==> src/rtl/leading_one_scan.sv <==
// leading_one_scan: multi-cycle leading/trailing one finder, scanning CHUNK bits per cycle
// with early termination behind valid/ready handshakes.
module leading_one_scan #(
   parameter int WIDTH = 32,
   parameter int CHUNK = 8,
   localparam int NCHUNK = (WIDTH + CHUNK - 1) / CHUNK,
   localparam int IDX_W = $clog2(WIDTH) + 1
) (
   input  logic             clk,
   input  logic             rst,
   input  logic             in_valid,
   output logic             in_ready,
   input  logic [WIDTH-1:0] in_data,
   input  logic             in_mode,
   output logic             out_valid,
   input  logic             out_ready,
   output logic [IDX_W-1:0] out_index,
   output logic             out_zero
);
   localparam int PW = NCHUNK * CHUNK;
   localparam int PTR_W = NCHUNK > 1 ? $clog2(NCHUNK) : 1;

   typedef enum logic [1:0] {IDLE, SCAN, DONE} state_t;

   state_t state, next;
   logic [PW-1:0] word;
   logic mode;
   logic [PTR_W-1:0] ptr, sel;
   logic [CHUNK-1:0] slice;
   logic [IDX_W-1:0] pos_hi, pos_lo, idx;
   logic hit, last;

   // leading mode walks slices from the top, trailing mode from the bottom
   assign sel = mode ? ptr : PTR_W'(NCHUNK - 1) - ptr;
   assign slice = CHUNK'(word >> (sel * CHUNK));
   assign hit = |slice;
   assign last = ptr == PTR_W'(NCHUNK - 1);
   assign idx = IDX_W'(sel * CHUNK) + (mode ? pos_lo : pos_hi);
   assign in_ready = state == IDLE;
   assign out_valid = state == DONE;

   always_comb begin
      pos_hi = '0;
      pos_lo = '0;
      for (int i = 0; i < CHUNK; i++)
         if (slice[i]) pos_hi = IDX_W'(i);
      for (int i = CHUNK - 1; i >= 0; i--)
         if (slice[i]) pos_lo = IDX_W'(i);
   end

   always_comb begin
      next = state;
      next = state == IDLE ? (in_valid ? SCAN : IDLE)
           : state == SCAN ? (hit || last ? DONE : SCAN)
           : (out_ready ? IDLE : DONE);
   end

   always_ff @(posedge clk or posedge rst)
      if (rst) state <= IDLE;
      else state <= next;

   always_ff @(posedge clk or posedge rst)
      if (rst) begin
         word <= '0;
         mode <= 1'b0;
         ptr <= '0;
         out_index <= '0;
         out_zero <= 1'b0;
      end else if (state == IDLE && in_valid) begin
         word <= PW'(in_data);
         mode <= in_mode;
         ptr <= '0;
      end else if (state == SCAN) begin
         if (hit) begin
            out_index <= idx;
            out_zero <= 1'b0;
         end else if (last) begin
            out_index <= '1;
            out_zero <= 1'b1;
         end else
            ptr <= ptr + 1'b1;
      end
endmodule

==> config.mk <==
export PLATFORM = sky130hd
export DESIGN_NAME = leading_one_scan
export DESIGN_NICKNAME = d
export VERILOG_FILES = /design/src/rtl/leading_one_scan.sv
export SDC_FILE = /design/constraint.sdc
export NUM_CORES = 1
export LEC_CHECK = 0
export CORE_MARGIN = 5
export CORE_UTILIZATION = 52
export DETAILED_ROUTE_END_ITERATION = 8
export PLACE_DENSITY = 0.8
export SLEW_MARGIN = 20
export SYNTH_ARGS = -nofsm -noshare
export SYNTH_HDL_FRONTEND = slang
export SYNTH_SLANG_ARGS = --single-unit
==> constraint.sdc <==
create_clock -name clk -period 2.7 [get_ports clk]
set_input_delay 0.27 -clock clk [delete_from_list [all_inputs] [get_ports clk]]
set_output_delay 0.27 -clock clk [all_outputs]
set_load 0.01 [all_outputs]
==> key figures, run 1 <==
Critical path
  – Cell family with most CP delay: multiplexers
  – CP max stage delay: roughly 570 ps
  – Most used cell, CP: mux2_4
  – Required time of the critical path: ~2900 ps
  – Critical Path AT: 2690 ps
  – CP startpoint kind: flop
  – Crit end category: flop
  – Flop2flop setup slack: 190 ps
  – Bufs and invs on worst path: 1
  – WS Path Type: flop to flop
  – Worst-path cell chain: buf_4 -> mux2_4 -> a22oi_2 -> o221a_2 -> and4_4 -> nand4bb_4 -> and2_4 -> mux2_4
  – CP max-delay cell: dfrtp_1
  – Crit path max fanout: 13

Timing
  – Final hold vios: 0
  – RSZ-0062 raised after global routing: false
  – Final WS setup: ~190 ps
  – Setup_tns: 0 ps
  – Max Slew Vio Count: 0
  – Final setup viols: 0
  – WHS: just over 400 ps
  – Setup Skew: approximately 3.8 ps
  – Fin crit share: around 93%
  – Post-layout min period: ~2500 ps
  – Peak Freq: a little under 400 MHz
  – Slew at the pin closest to its max-slew limit: ~540 ps
  – Slew headroom: between 60% and 70%

Clock tree
  – Clock tree buffer depth: 2
  – Sinks on Clock Net: 43
  – Clk_lat worst skew: about 290 ps
  – Clock Tree Root: clkbuf_8
  – CTS tree: done
  – Setup Fix Bufs, Post-CTS: 0
  – CTS Hold Buffers Added: 0
  – H-tree levels: 2
  – PostCTS Resize Cnt: 0
  – CTS buffer count: 5
  – CTS clk-pin slew, worst paths: 70 ps

Global route
  – Met3 Use GR: under 10%
  – GRT Resource Usage Total: approximately a fifth
  – Initial antenna violation count: 0
  – M1 GR Usage: 25.3%
  – Pin count of the biggest net entering global routing: between 40 and 50
  – Total grt overflow: 0
  – First-pass GRT wire length: between 9000 and 10000 um
  – Vias in the first global route: about 2000
  – Met2 usage: between 30% and 40%
  – Global-route layer with the greatest usage: met2

Placed design
  – Routability cong.: between 0.9 and 1
  – Dpl ws: ~210 ps
  – DP Cell Count: around 360
  – Post-DP HPWL: ~4100 um
  – Placed Instance Area: 2880 um^2
  – PortBufs: 45

Floorplanning
  – Floorplan row count: 24
  – Die height: 78.2 um
  – I/O pin cnt: 46
  – Initial core utilization: between 50% and 60%
  – Die Width: just under 80 um
  – Die footprint: roughly 6000 um^2
  – Core box area: approximately 4400 um^2

Finish
  – Design Area, Final: slightly below 3000 um^2
  – Final net count: between 300 and 400
  – Commonest cells after routing, fill and taps aside: 108 x nand2_1, 45 x clkdlybuf4s50_1, 43 x dfrtp_1
  – Commonest non-fill, non-tap cell in the layout: nand2_1
  – Post-Layout Cell Count: 362
  – Area Growth Syn to Fin: 22.2%
  – Number of antenna diodes: 0
  – Fraction of layout cells with a size suffix above 1: between 10% and 20%

Route
  – Drt wl/cell: 15.0 um
  – DRC viols: 0
  – Number of DRC markers in iteration 0: 182
  – Total number of vias: just over 2000
  – Via density: ~5.6
  – Detailed Routing Iterations Pass 1: 4
  – Post-DRT Antenna Nets: 0
  – Routed WL: ~5400 um

Power
  – Max VDD drop: roughly 0.00046 V
  – Sw frac: 40.5%
  – Power Internal: between 1.5 and 2 mW
  – Combinational power share: between 40% and 50%
  – Clock group share of total power: between 10% and 20%
  – Pwr dens: 1030 nW/um^2
  – Switching component of the power: 1.24 mW
  – Static Leak: approximately 1.4 nW
  – Seq pwr share: just under 40%

Logic synthesis
  – Number of synthesized register bits: 43
  – Cell Area, Synth: roughly 2400 um^2
  – Avg Cell Area, Syn: just over 9 um^2
  – Cell count after synthesis: approximately 270
  – Distinct cells, synth: 49
  – Syn_nets: between 300 and 400
  – Register area share after synthesis: around 45%
  – Yosys warns: 0

Run status
  – Status: finished clean

Flow run
  – Max_cap viols: 0

Hold path
  – Worst min path class: input pin to asynchronous set/reset pin
worst paths after layout:
kind | startpoint | endpoint | cells past startpoint
max | mode | out_index[2] | 8
min | rst | out_index[2] | 3
max reg2reg | mode | out_index[2] | 8
min reg2reg | word[31] | word[31] | 2
max in group asynchronous | rst | word[1] | 3
min in group clk | word[31] | word[31] | 2
metal layers:
metal | wire [um] | vias up
met5 | 0 | -
met3 | 353 | 13
met4 | 112 | 0
li1 | - | 993
met1 | 2440 | 961
met2 | 2540 | 68
per-stage QoR:
step	power [mW]	utilization (%)
floorplan	2.23	-
global placement	2.62	64.8
detailed placement	2.68	64.8
CTS	3.06	66.4
global route	3.31	66.4
finish	3.05	66.4
worst register-to-register path, stage by stage (launching register included):
cell,delay (ps)
dfrtp_1,570
buf_4,250
mux2_4,310
a22oi_2,180
o221a_2,210
and4_4,260
nand4bb_4,130
and2_4,200
mux2_4,290
flip-flops by register name (all words and copies together), names as in the netlist:
name       count
mode           1
word          32
state          2
ptr            2
out_index      6
cells by family (layout without fill, tap and decap cells):
group | after synthesis | after routing | synth area share (%)
flip-flops | 43 | 43 | 44.5
AO/OA/AOI/OAI | 44 | 44 | 14.8
XOR/XNOR | 1 | 1 | 0.362
adder cells (fa/ha/maj) | 1 | 1 | 0.518
buffers and inverters | 20 | 64 | 5.44
AND/OR/NAND/NOR | 136 | 136 | 24.9
multiplexers | 21 | 21 | 9.42
layout make-up:
class	instances	area, um^2
Clock buffer	6	72.6
Fill cell	385	1490
Tap cell	52	65.1
Sequential cell	43	1080
Inverter	5	18.8
Multi-Input combinational cell	203	1210
Timing Repair Buffer	53	510
synth_stat cells, drive strengths merged:
cell type | number | area (um^2)
a41oi | 1 | 8.76
inv | 5 | 18.8
mux2 | 5 | 67.6
mux2i | 16 | 160
o21ai | 6 | 30.0
or2 | 1 | 8.76
or4b | 1 | 10.0
o221ai | 5 | 56.3
a21boi | 1 | 7.51
o32a | 2 | 21.3
a32oi | 1 | 8.76
nand2 | 109 | 412
nor2 | 5 | 18.8
nand3 | 3 | 15.0
o211ai | 2 | 15.0
o221a | 3 | 33.8
a22oi | 9 | 72.6
buf | 8 | 86.3
nand2b | 4 | 25.0
dfrtp | 43 | 1080
o22ai | 1 | 6.26
a2bb2oi | 2 | 17.5
a211o | 1 | 8.76
nor2b | 4 | 25.0
ha | 1 | 12.5
or3 | 1 | 6.26
nand4bb | 1 | 27.5
and2 | 4 | 30.0
o22a | 1 | 8.76
xor2 | 1 | 8.76
a2111o | 1 | 11.3
a21o | 2 | 16.3
and2b | 1 | 7.51
clkbuf | 7 | 26.3
and4 | 1 | 11.3
a21oi | 5 | 25.0
and3 | 1 | 6.26
o311a | 1 | 10.0
power by group through the flow:
stage	sequential (mW)	clock [mW]	combinational, mW
detailed placement	1.19	0	1.49
global route	1.22	0.421	1.67
global placement	1.18	0	1.45
finish	1.18	0.369	1.50
CTS	1.18	0.384	1.50
floorplan	1.11	0	1.11
Note: power is estimated with default switching activity, not from simulation.
==> run 2: changes to the inputs <==
--- a/config.mk
+++ b/config.mk
@@ -5,6 +5,7 @@
 export SDC_FILE = /design/constraint.sdc
 export NUM_CORES = 1
 export LEC_CHECK = 0
+export ABC_CLOCK_PERIOD_IN_PS = 2700
 export CORE_MARGIN = 5
 export CORE_UTILIZATION = 52
 export DETAILED_ROUTE_END_ITERATION = 8
==> results of run 2 <==
Same layout as run 1: the final DEF is identical, and so are final timing and power.
==> run 3: changes to the inputs <==
--- a/config.mk
+++ b/config.mk
@@ -5,10 +5,11 @@
 export SDC_FILE = /design/constraint.sdc
 export NUM_CORES = 1
 export LEC_CHECK = 0
-export ABC_CLOCK_PERIOD_IN_PS = 2700
+export ABC_CLOCK_PERIOD_IN_PS = 2600
 export CORE_MARGIN = 5
 export CORE_UTILIZATION = 52
 export DETAILED_ROUTE_END_ITERATION = 8
+export GPL_TIMING_DRIVEN = 0
 export PLACE_DENSITY = 0.8
 export SLEW_MARGIN = 20
 export SYNTH_ARGS = -nofsm -noshare
==> constraint.sdc (replaced) <==
create_clock -name clk -period 2.6 [get_ports clk]
set_input_delay 0.26 -clock clk [delete_from_list [all_inputs] [get_ports clk]]
set_output_delay 0.26 -clock clk [all_outputs]
set_load 0.01 [all_outputs]
==> run 3 against run 2 <==
Effect of this change: flip-flop and latch count is the same; via count grew 1.2%; setup slack gained 57 ps; cell count grew 2.8%; global-route usage shrank 0.19 points; sequential share of layout area shrank 1.2 points; critical endpoint is now out_index[0]; largest power group unchanged.
==> key figures, run 3 (synthesized netlist as in run 1, its figures left out) <==
Route
  – Via density: 5.54 (was 5.62)
  – Number of DRC markers in iteration 0: 108 (was 182)
  – Detailed Routing Iterations Pass 1: 4 (unchanged)
  – Drt wl/cell: 15.1 um (was 15.0 um)
  – Total number of vias: 2060 (was 2035)
  – Routed WL: 5620 um (was 5440 um)
  – DRC viols: 0 (unchanged)
  – Post-DRT Antenna Nets: 0 (unchanged)

Critical path
  – Required time of the critical path: 2750 ps (was 2880 ps)
  – Crit path max fanout: 10 (was 13)
  – Critical Path AT: 2510 ps (was 2690 ps)
  – Crit end category: flop (unchanged)
  – CP startpoint kind: flop (unchanged)
  – WS Path Type: flop to flop (unchanged)

Placed design
  – PortBufs: 45 (unchanged)
  – Routability cong.: 0.878 (was 0.901)
  – Placed Instance Area: 2950 um^2 (was 2880 um^2)
  – Post-DP HPWL: 4220 um (was 4130 um)
  – DP Cell Count: 364 (was 356)

Global route
  – Pin count of the biggest net entering global routing: 27 (was 44)
  – Total grt overflow: 0 (unchanged)
  – Initial antenna violation count: 0 (unchanged)
  – GRT Resource Usage Total: 19.0% (was 19.2%)
  – Met3 Use GR: 3.20% (was 5.15%)
  – M1 GR Usage: 26.1% (was 25.3%)
  – Met2 usage: 31.1% (was 30.3%)
  – Vias in the first global route: 1938 (was 1952)
  – First-pass GRT wire length: 9330 um (unchanged)
  – Global-route layer with the greatest usage: met2 (unchanged)

Clock tree
  – CTS Hold Buffers Added: 0 (unchanged)
  – Sinks on Clock Net: 43 (unchanged)
  – Clk_lat worst skew: 290 ps (about the same)
  – H-tree levels: 2 (unchanged)
  – PostCTS Resize Cnt: 0 (unchanged)
  – CTS buffer count: 5 (unchanged)
  – CTS tree: done (unchanged)
  – Clock Tree Root: clkbuf_8 (unchanged)
  – CTS clk-pin slew, worst paths: 80 ps (was 70 ps)
  – Setup Fix Bufs, Post-CTS: 0 (unchanged)
  – Clock tree buffer depth: 2 (unchanged)

Floorplanning
  – Die footprint: 6110 um^2 (unchanged)
  – Die Width: 78.2 um (unchanged)
  – Core box area: 4440 um^2 (unchanged)
  – Initial core utilization: 54.4% (unchanged)
  – Floorplan row count: 24 (unchanged)
  – Die height: 78.2 um (unchanged)
  – I/O pin cnt: 46 (unchanged)

Timing
  – Max Slew Vio Count: 0 (unchanged)
  – RSZ-0062 raised after global routing: false (unchanged)
  – Slew headroom: 68.4% (was 63.8%)
  – Setup_tns: 0 ps (unchanged)
  – Final hold vios: 0 (unchanged)
  – Peak Freq: 425 MHz (was 398 MHz)
  – Final setup viols: 0 (unchanged)
  – Post-layout min period: 2360 ps (was 2510 ps)
  – Fin crit share: 90.6% (was 93.1%)
  – WHS: 282 ps (was 409 ps)
  – Setup Skew: 5.04 ps (was 3.80 ps)
  – Slew at the pin closest to its max-slew limit: 474 ps (was 543 ps)

Finish
  – Max FFs per register: 32 (unchanged)
  – Area Growth Syn to Fin: 26.3% (was 22.2%)
  – Commonest cells after routing, fill and taps aside: 108 x nand2_1, 45 x clkdlybuf4s50_1, 43 x dfrtp_1 (unchanged)
  – Design Area, Final: 3050 um^2 (was 2950 um^2)
  – Core Util, Final: 68.7% (was 66.4%)
  – Final net count: 357 (was 349)
  – Top reg by flops: word (unchanged)
  – Fraction of layout cells with a size suffix above 1: 11.3% (was 10.3%)
  – Number of antenna diodes: 0 (unchanged)
  – Largest registers: word (32), out_index (6) (unchanged)
  – Post-Layout Cell Count: 372 (was 362)
  – Commonest non-fill, non-tap cell in the layout: nand2_1 (unchanged)

Power
  – Max VDD drop: 0.000523 V (was 0.000464 V)
  – Static Leak: 1.42 nW (was 1.38 nW)
  – Pwr dens: 1070 nW/um^2 (was 1030 nW/um^2)

Run status
  – Status: finished clean (unchanged)

Flow run
  – Max_cap viols: 0 (unchanged)

Hold path
  – Worst min path class: input pin to asynchronous set/reset pin (unchanged)
-- run 3: final cells by class --
type	instances	area, um^2
Buffer	15	113
Multi-Input combinational cell	203	1210
Inverter	5	18.8
Fill cell	379	1390
Tap cell	52	65.1
Clock buffer	8	100
Timing Repair Buffer	46	470
Sequential cell	43	1080
-- run 3: final timing paths --
| path | cells after the start | from | slack, ps | endpoint |
|---|---|---|---|---|
| max | 9 | ptr[1] | 240 | out_index[0] |
| min | 2 | rst | 280 | state[1] |
| max reg2reg | 9 | ptr[1] | 240 | out_index[0] |
| min reg2reg | 2 | word[31] | 500 | word[31] |
| max in group asynchronous | 3 | rst | 1830 | word[29] |
| min in group clk | 3 | in_data[13] | 490 | word[13] |
-- run 3: worst max-delay path, stage by stage (launching register included) --
cell and delay (ps):
dfrtp_1 400, buf_6 140, buf_6 140, and2_2 200, a22oi_1 340, o211ai_1 140
and3_1 270, nor2b_1 160, a21oi_1 280, a41oi_1 150
-- run 3: power breakdown --
group | leakage [nW] | internal (mW) | switching (mW) | total [mW]
clock network | 0.0515 | 0.243 | 0.219 | 0.462
logic | 0.844 | 0.751 | 0.841 | 1.59
registers | 0.527 | 0.965 | 0.243 | 1.21
total | 1.42 | 1.96 | 1.30 | 3.26
-- run 3: layer usage --
metal  wire (um)  vias up
met4          76        0
met2        2680       56
met1        2550      984
met5           0        -
met3         313        8
li1            -     1012
-- run 3: per-stage QoR --
stage	setup WS (ps)	power, mW
5_1_grt	91.7	3.51
3_3_place_gp	289	2.74
6_report	244	3.26
2_1_floorplan	440	2.31
4_1_cts	252	3.27
3_5_place_dp	276	2.80
==> variant 1 (flow settings as in run 1) <==
Set the parameter `CHUNK` to 32 (it was 8).
--- a/src/rtl/leading_one_scan.sv
+++ b/src/rtl/leading_one_scan.sv
@@ -2,7 +2,7 @@
 // with early termination behind valid/ready handshakes.
 module leading_one_scan #(
    parameter int WIDTH = 32,
-   parameter int CHUNK = 8,
+   parameter int CHUNK = 32,
    localparam int NCHUNK = (WIDTH + CHUNK - 1) / CHUNK,
    localparam int IDX_W = $clog2(WIDTH) + 1
 ) (
Check against the original RTL: not equivalent (Yosys sat finds a counterexample within 4 cycles, from zero or initial values and one cycle with rst high).
==> variant 1 against run 1 <==
Core utilization grew 1.7 points; wire length shrank 16%; final area shrank 5.7%; setup slack gained 770 ps; area after synthesis shrank 7.8%; sequential cell count shrank 2; hold slack lost 11 ps; via count shrank 10%; power shrank 0.62%; fmax grew 44%.
==> variant 1: results (changes against run 1) <==
.. list-table::
   :header-rows: 1

   * - Metric
     - Value
   * - Run status
     - completed (unchanged)
   * - Vias after detailed routing
     - 1828 (was 2035)
   * - Routability congestion estimate from global placement
     - 0.8428 (was 0.9012)
   * - Clock network fraction of design power
     - 0.132 (was 0.121)
   * - Top cells by area, synth
     - sky130_fd_sc_hd__dfrtp_1 (46%), sky130_fd_sc_hd__mux2_2 (13%), sky130_fd_sc_hd__nor2_1 (4.4%) (was sky130_fd_sc_hd__dfrtp_1 (45%), sky130_fd_sc_hd__nand2_1 (17%), sky130_fd_sc_hd__mux2i_1 (6.6%))
   * - Starting DRT DRC Count
     - 101 (was 182)
   * - Number of optimization iterations in the first detailed-route pass
     - 6 (was 4)
   * - Worst clock skew on the final layout
     - 7.217 ps (was 3.801 ps)
   * - Count of non-filler cells in the finished layout
     - 320 (was 362)
   * - Cell count after synthesis
     - 226 (was 266)
   * - Peak supply drop
     - 0.0005023 V (was 0.0004638 V)
   * - Via count of the first global-routing pass
     - 1707 (was 1952)
   * - Remaining max-slew budget at the tightest pin
     - 0.6676 (was 0.6382)
   * - Switching share of total power
     - 0.4017 (was 0.4045)
   * - Placement Cell Area
     - 2699 µm² (was 2880 µm²)
   * - Distinct cell type count of the synthesized netlist
     - 38 (was 49)
   * - Start of the worst register-to-register path
     - word[1] (was mode)
   * - Leak pwr
     - 1.075 nW (was 1.384 nW)
   * - Maximum fanout count along the critical path
     - 6 (was 13)
   * - Arrival time reported for the critical path endpoint
     - 1950 ps (was 2690 ps)
   * - Sequential element share of the synthesized area
     - 0.4602 (was 0.4451)
   * - Power attributed to sequential cells
     - 0.00140 W (was 0.00118 W)
   * - Number of nets in the final layout
     - 307 (was 349)
   * - Synthesized netlist net count
     - 263 (was 304)
   * - Overall routed net length
     - 4554 µm (was 5444 µm)
   * - Commonest cells in the synthesized netlist
     - sky130_fd_sc_hd__dfrtp_1 (41), sky130_fd_sc_hd__nor2_1 (26), sky130_fd_sc_hd__mux2_2 (25) (was sky130_fd_sc_hd__nand2_1 (108), sky130_fd_sc_hd__dfrtp_1 (43), sky130_fd_sc_hd__mux2i_1 (16))
variant 1: logic make-up (layout without fill, tap and decap cells):
group / Yosys count / after routing / synth area share
flops: 41 / 41 / 0.4602
simple gates: 79 / 79 / 0.2020
mux: 25 / 25 / 0.1263
compound gates: 59 / 59 / 0.1633
buf+inv: 22 / 66 / 0.04826
variant 1: critical path: stages (launching register included):
cell                      delay [ps]
sky130_fd_sc_hd__dfrtp_1         450
sky130_fd_sc_hd__nor4_2          400
sky130_fd_sc_hd__nand3_1         160
sky130_fd_sc_hd__or2_1           260
sky130_fd_sc_hd__o21ai_2         170
sky130_fd_sc_hd__inv_2            60
sky130_fd_sc_hd__a31oi_1         160
variant 1: worst paths after layout:
check | end | slack (ps) | cells past startpoint
max | out_index[0] | 960 | 6
min | word[22] | 400 | 3
max reg2reg | out_index[0] | 960 | 6
min reg2reg | out_index[3] | 490 | 1
max in group asynchronous | word[29] | 1950 | 3
min in group clk | out_index[3] | 490 | 1
variant 1: area by class of cell:
type / count / area, µm² / share of cell area
repair buffers: 48 / 473.0 / 0.1698
flip-flops and latches: 41 / 1026 / 0.3684
inverters: 11 / 41.29 / 0.01482
well taps: 50 / 62.56 / 0.02246
multi-input cells: 163 / 1096 / 0.3935
clock buffers: 7 / 86.33 / 0.03100
variant 1: metrics by stage:
stage | total power [W] | setup slack [ps]
floorplan | 0.002252 | 1063
global placement | 0.002596 | 977.9
detailed placement | 0.002642 | 955.3
CTS | 0.003050 | 959.5
global route | 0.003297 | 845.5
finish | 0.003035 | 956.1
variant 1: routing by layer:
layer / track usage / vias to the layer above / wire length, µm
met1: 0.2458 / 872 / 2082
met3: 0.04749 / 4 / 254
met4: 0.05049 / 0 / 51
li1: - / 906 / -
met2: 0.2761 / 46 / 2166
met5: 0 / - / 0
==> variant 2 (flow settings as in run 1) <==
Made on the original files. Reset style: synchronous (`rst`), changed in 2 clocked blocks.
--- a/src/rtl/leading_one_scan.sv
+++ b/src/rtl/leading_one_scan.sv
@@ -55,11 +55,11 @@
            : (out_ready ? IDLE : DONE);
    end
 
-   always_ff @(posedge clk or posedge rst)
+   always_ff @(posedge clk)
       if (rst) state <= IDLE;
       else state <= next;
 
-   always_ff @(posedge clk or posedge rst)
+   always_ff @(posedge clk)
       if (rst) begin
          word <= '0;
          mode <= 1'b0;
Check against the original RTL: differs if rst is asserted again (counterexample within 4 cycles, from zero or initial values and one cycle with rst high); with rst held inactive, the same outputs for 10 cycles.
==> variant 2 against run 1 <==
Wire length decreased by 2.1%; area after synthesis decreased by 1.9%; setup slack improved by 58 ps; final area decreased by 0.34%; non-clock buffer count increased by 1; sequential cell count unchanged.
Power is not compared: it rests on default switching activity, and its combinational part moved more than twofold at a synthesized area within 25%.
==> variant 2: results (changes against run 1) <==
.. list-table::
   :header-rows: 1

   * - Metric
     - Value
   * - Sequential element share of the synthesized area
     - 0.3631 (was 0.4451)
   * - Share of synthesized flip-flops with an asynchronous set or reset
     - 0 (was 1.000)
   * - Placement Cell Area
     - 2825 µm² (was 2880 µm²)
   * - Worst slack after detailed placement
     - 291.3 ps (was 214.6 ps)
   * - Wire length of the first global-routing pass
     - 9011 µm (was 9328 µm)
   * - Arrival time reported for the critical path endpoint
     - 2630 ps (was 2690 ps)
   * - Portion of the layout cell area used by non-clock buffers
     - 0.1760 (was 0.1729)
   * - Multi-In Gates
     - 224 (was 203)
   * - Top cells by area, synth
     - sky130_fd_sc_hd__dfxtp_1 (36%), sky130_fd_sc_hd__nand2_1 (11%), sky130_fd_sc_hd__a21oi_1 (7.6%) (was sky130_fd_sc_hd__dfrtp_1 (45%), sky130_fd_sc_hd__nand2_1 (17%), sky130_fd_sc_hd__mux2i_1 (6.6%))
   * - Post-layout instance area
     - 2943 µm² (was 2953 µm²)
   * - Global-route total usage across every layer
     - 0.1800 (was 0.1923)
   * - Worst Max-Slew Pin Slew
     - 520.9 ps (was 542.8 ps)
   * - Clock buffer and inverter area fraction after layout
     - 0.03997 (was 0.02458)
   * - Slowest cell delay on critical path
     - 650 ps (was 570 ps)
   * - Footprint of the flip-flops and latches
     - 860.8 µm² (was 1076 µm²)
   * - Run status
     - completed (unchanged)
   * - Number of nets in the final layout
     - 370 (was 349)
   * - Slowest stage cell on the critical path
     - sky130_fd_sc_hd__dfxtp_1 (was sky130_fd_sc_hd__dfrtp_1)
   * - Synthesized area per cell
     - 8.092 µm² (was 9.088 µm²)
   * - Plain + repair buffers
     - 54 (was 53)
   * - Starting DRT DRC Count
     - 118 (was 182)
   * - Core Box Area
     - 4384 µm² (was 4444 µm²)
   * - Number of placed instances, taps included
     - 377 (was 356)
   * - Via count of the first global-routing pass
     - 1958 (was 1952)
   * - WL/cell
     - 13.84 µm (was 15.04 µm)
   * - Area of the multi-input gates
     - 1366 µm² (was 1210 µm²)
   * - Worst clock skew on the final layout
     - 7.561 ps (was 3.801 ps)
   * - Count of non-filler cells in the finished layout
     - 385 (was 362)
   * - Distinct cell type count of the synthesized netlist
     - 53 (was 49)
-- variant 2: path summary, 6_finish.rpt --
path	from	end	slack (ps)	cells after the start
worst min register to register	word[21]	word[21]	460	2
worst min-delay path	word[21]	word[21]	460	2
worst max-delay path	ptr[1]	ptr[1]	250	7
worst max register to register	ptr[1]	ptr[1]	250	7
-- variant 2: logic make-up after synthesis --
group,count (synthesis),synth area share
AOI/OAI and AO/OA,78,0.2227
xor gates and xnor gates,2,0.007389
adders and majority gates,1,0.005276
buffers and inverters,26,0.06068
DFF,43,0.3631
muxes,13,0.05805
and+or+nand+nor,130,0.2829
-- variant 2: report_power, final --
group	switching [W]	internal, W
Sequential	0.0000434	0.000687
Combinational	0.000219	0.000208
Clock	0.000217	0.000299
Total	0.000479	0.00119
-- variant 2: metal layers --
layer	track usage	wire length, µm	vias up
li1	-	-	1089
met1	0.2375	2455	970
met2	0.2946	2565	35
met3	0.03935	219	8
met4	0.05326	87	0
met5	0	0	-
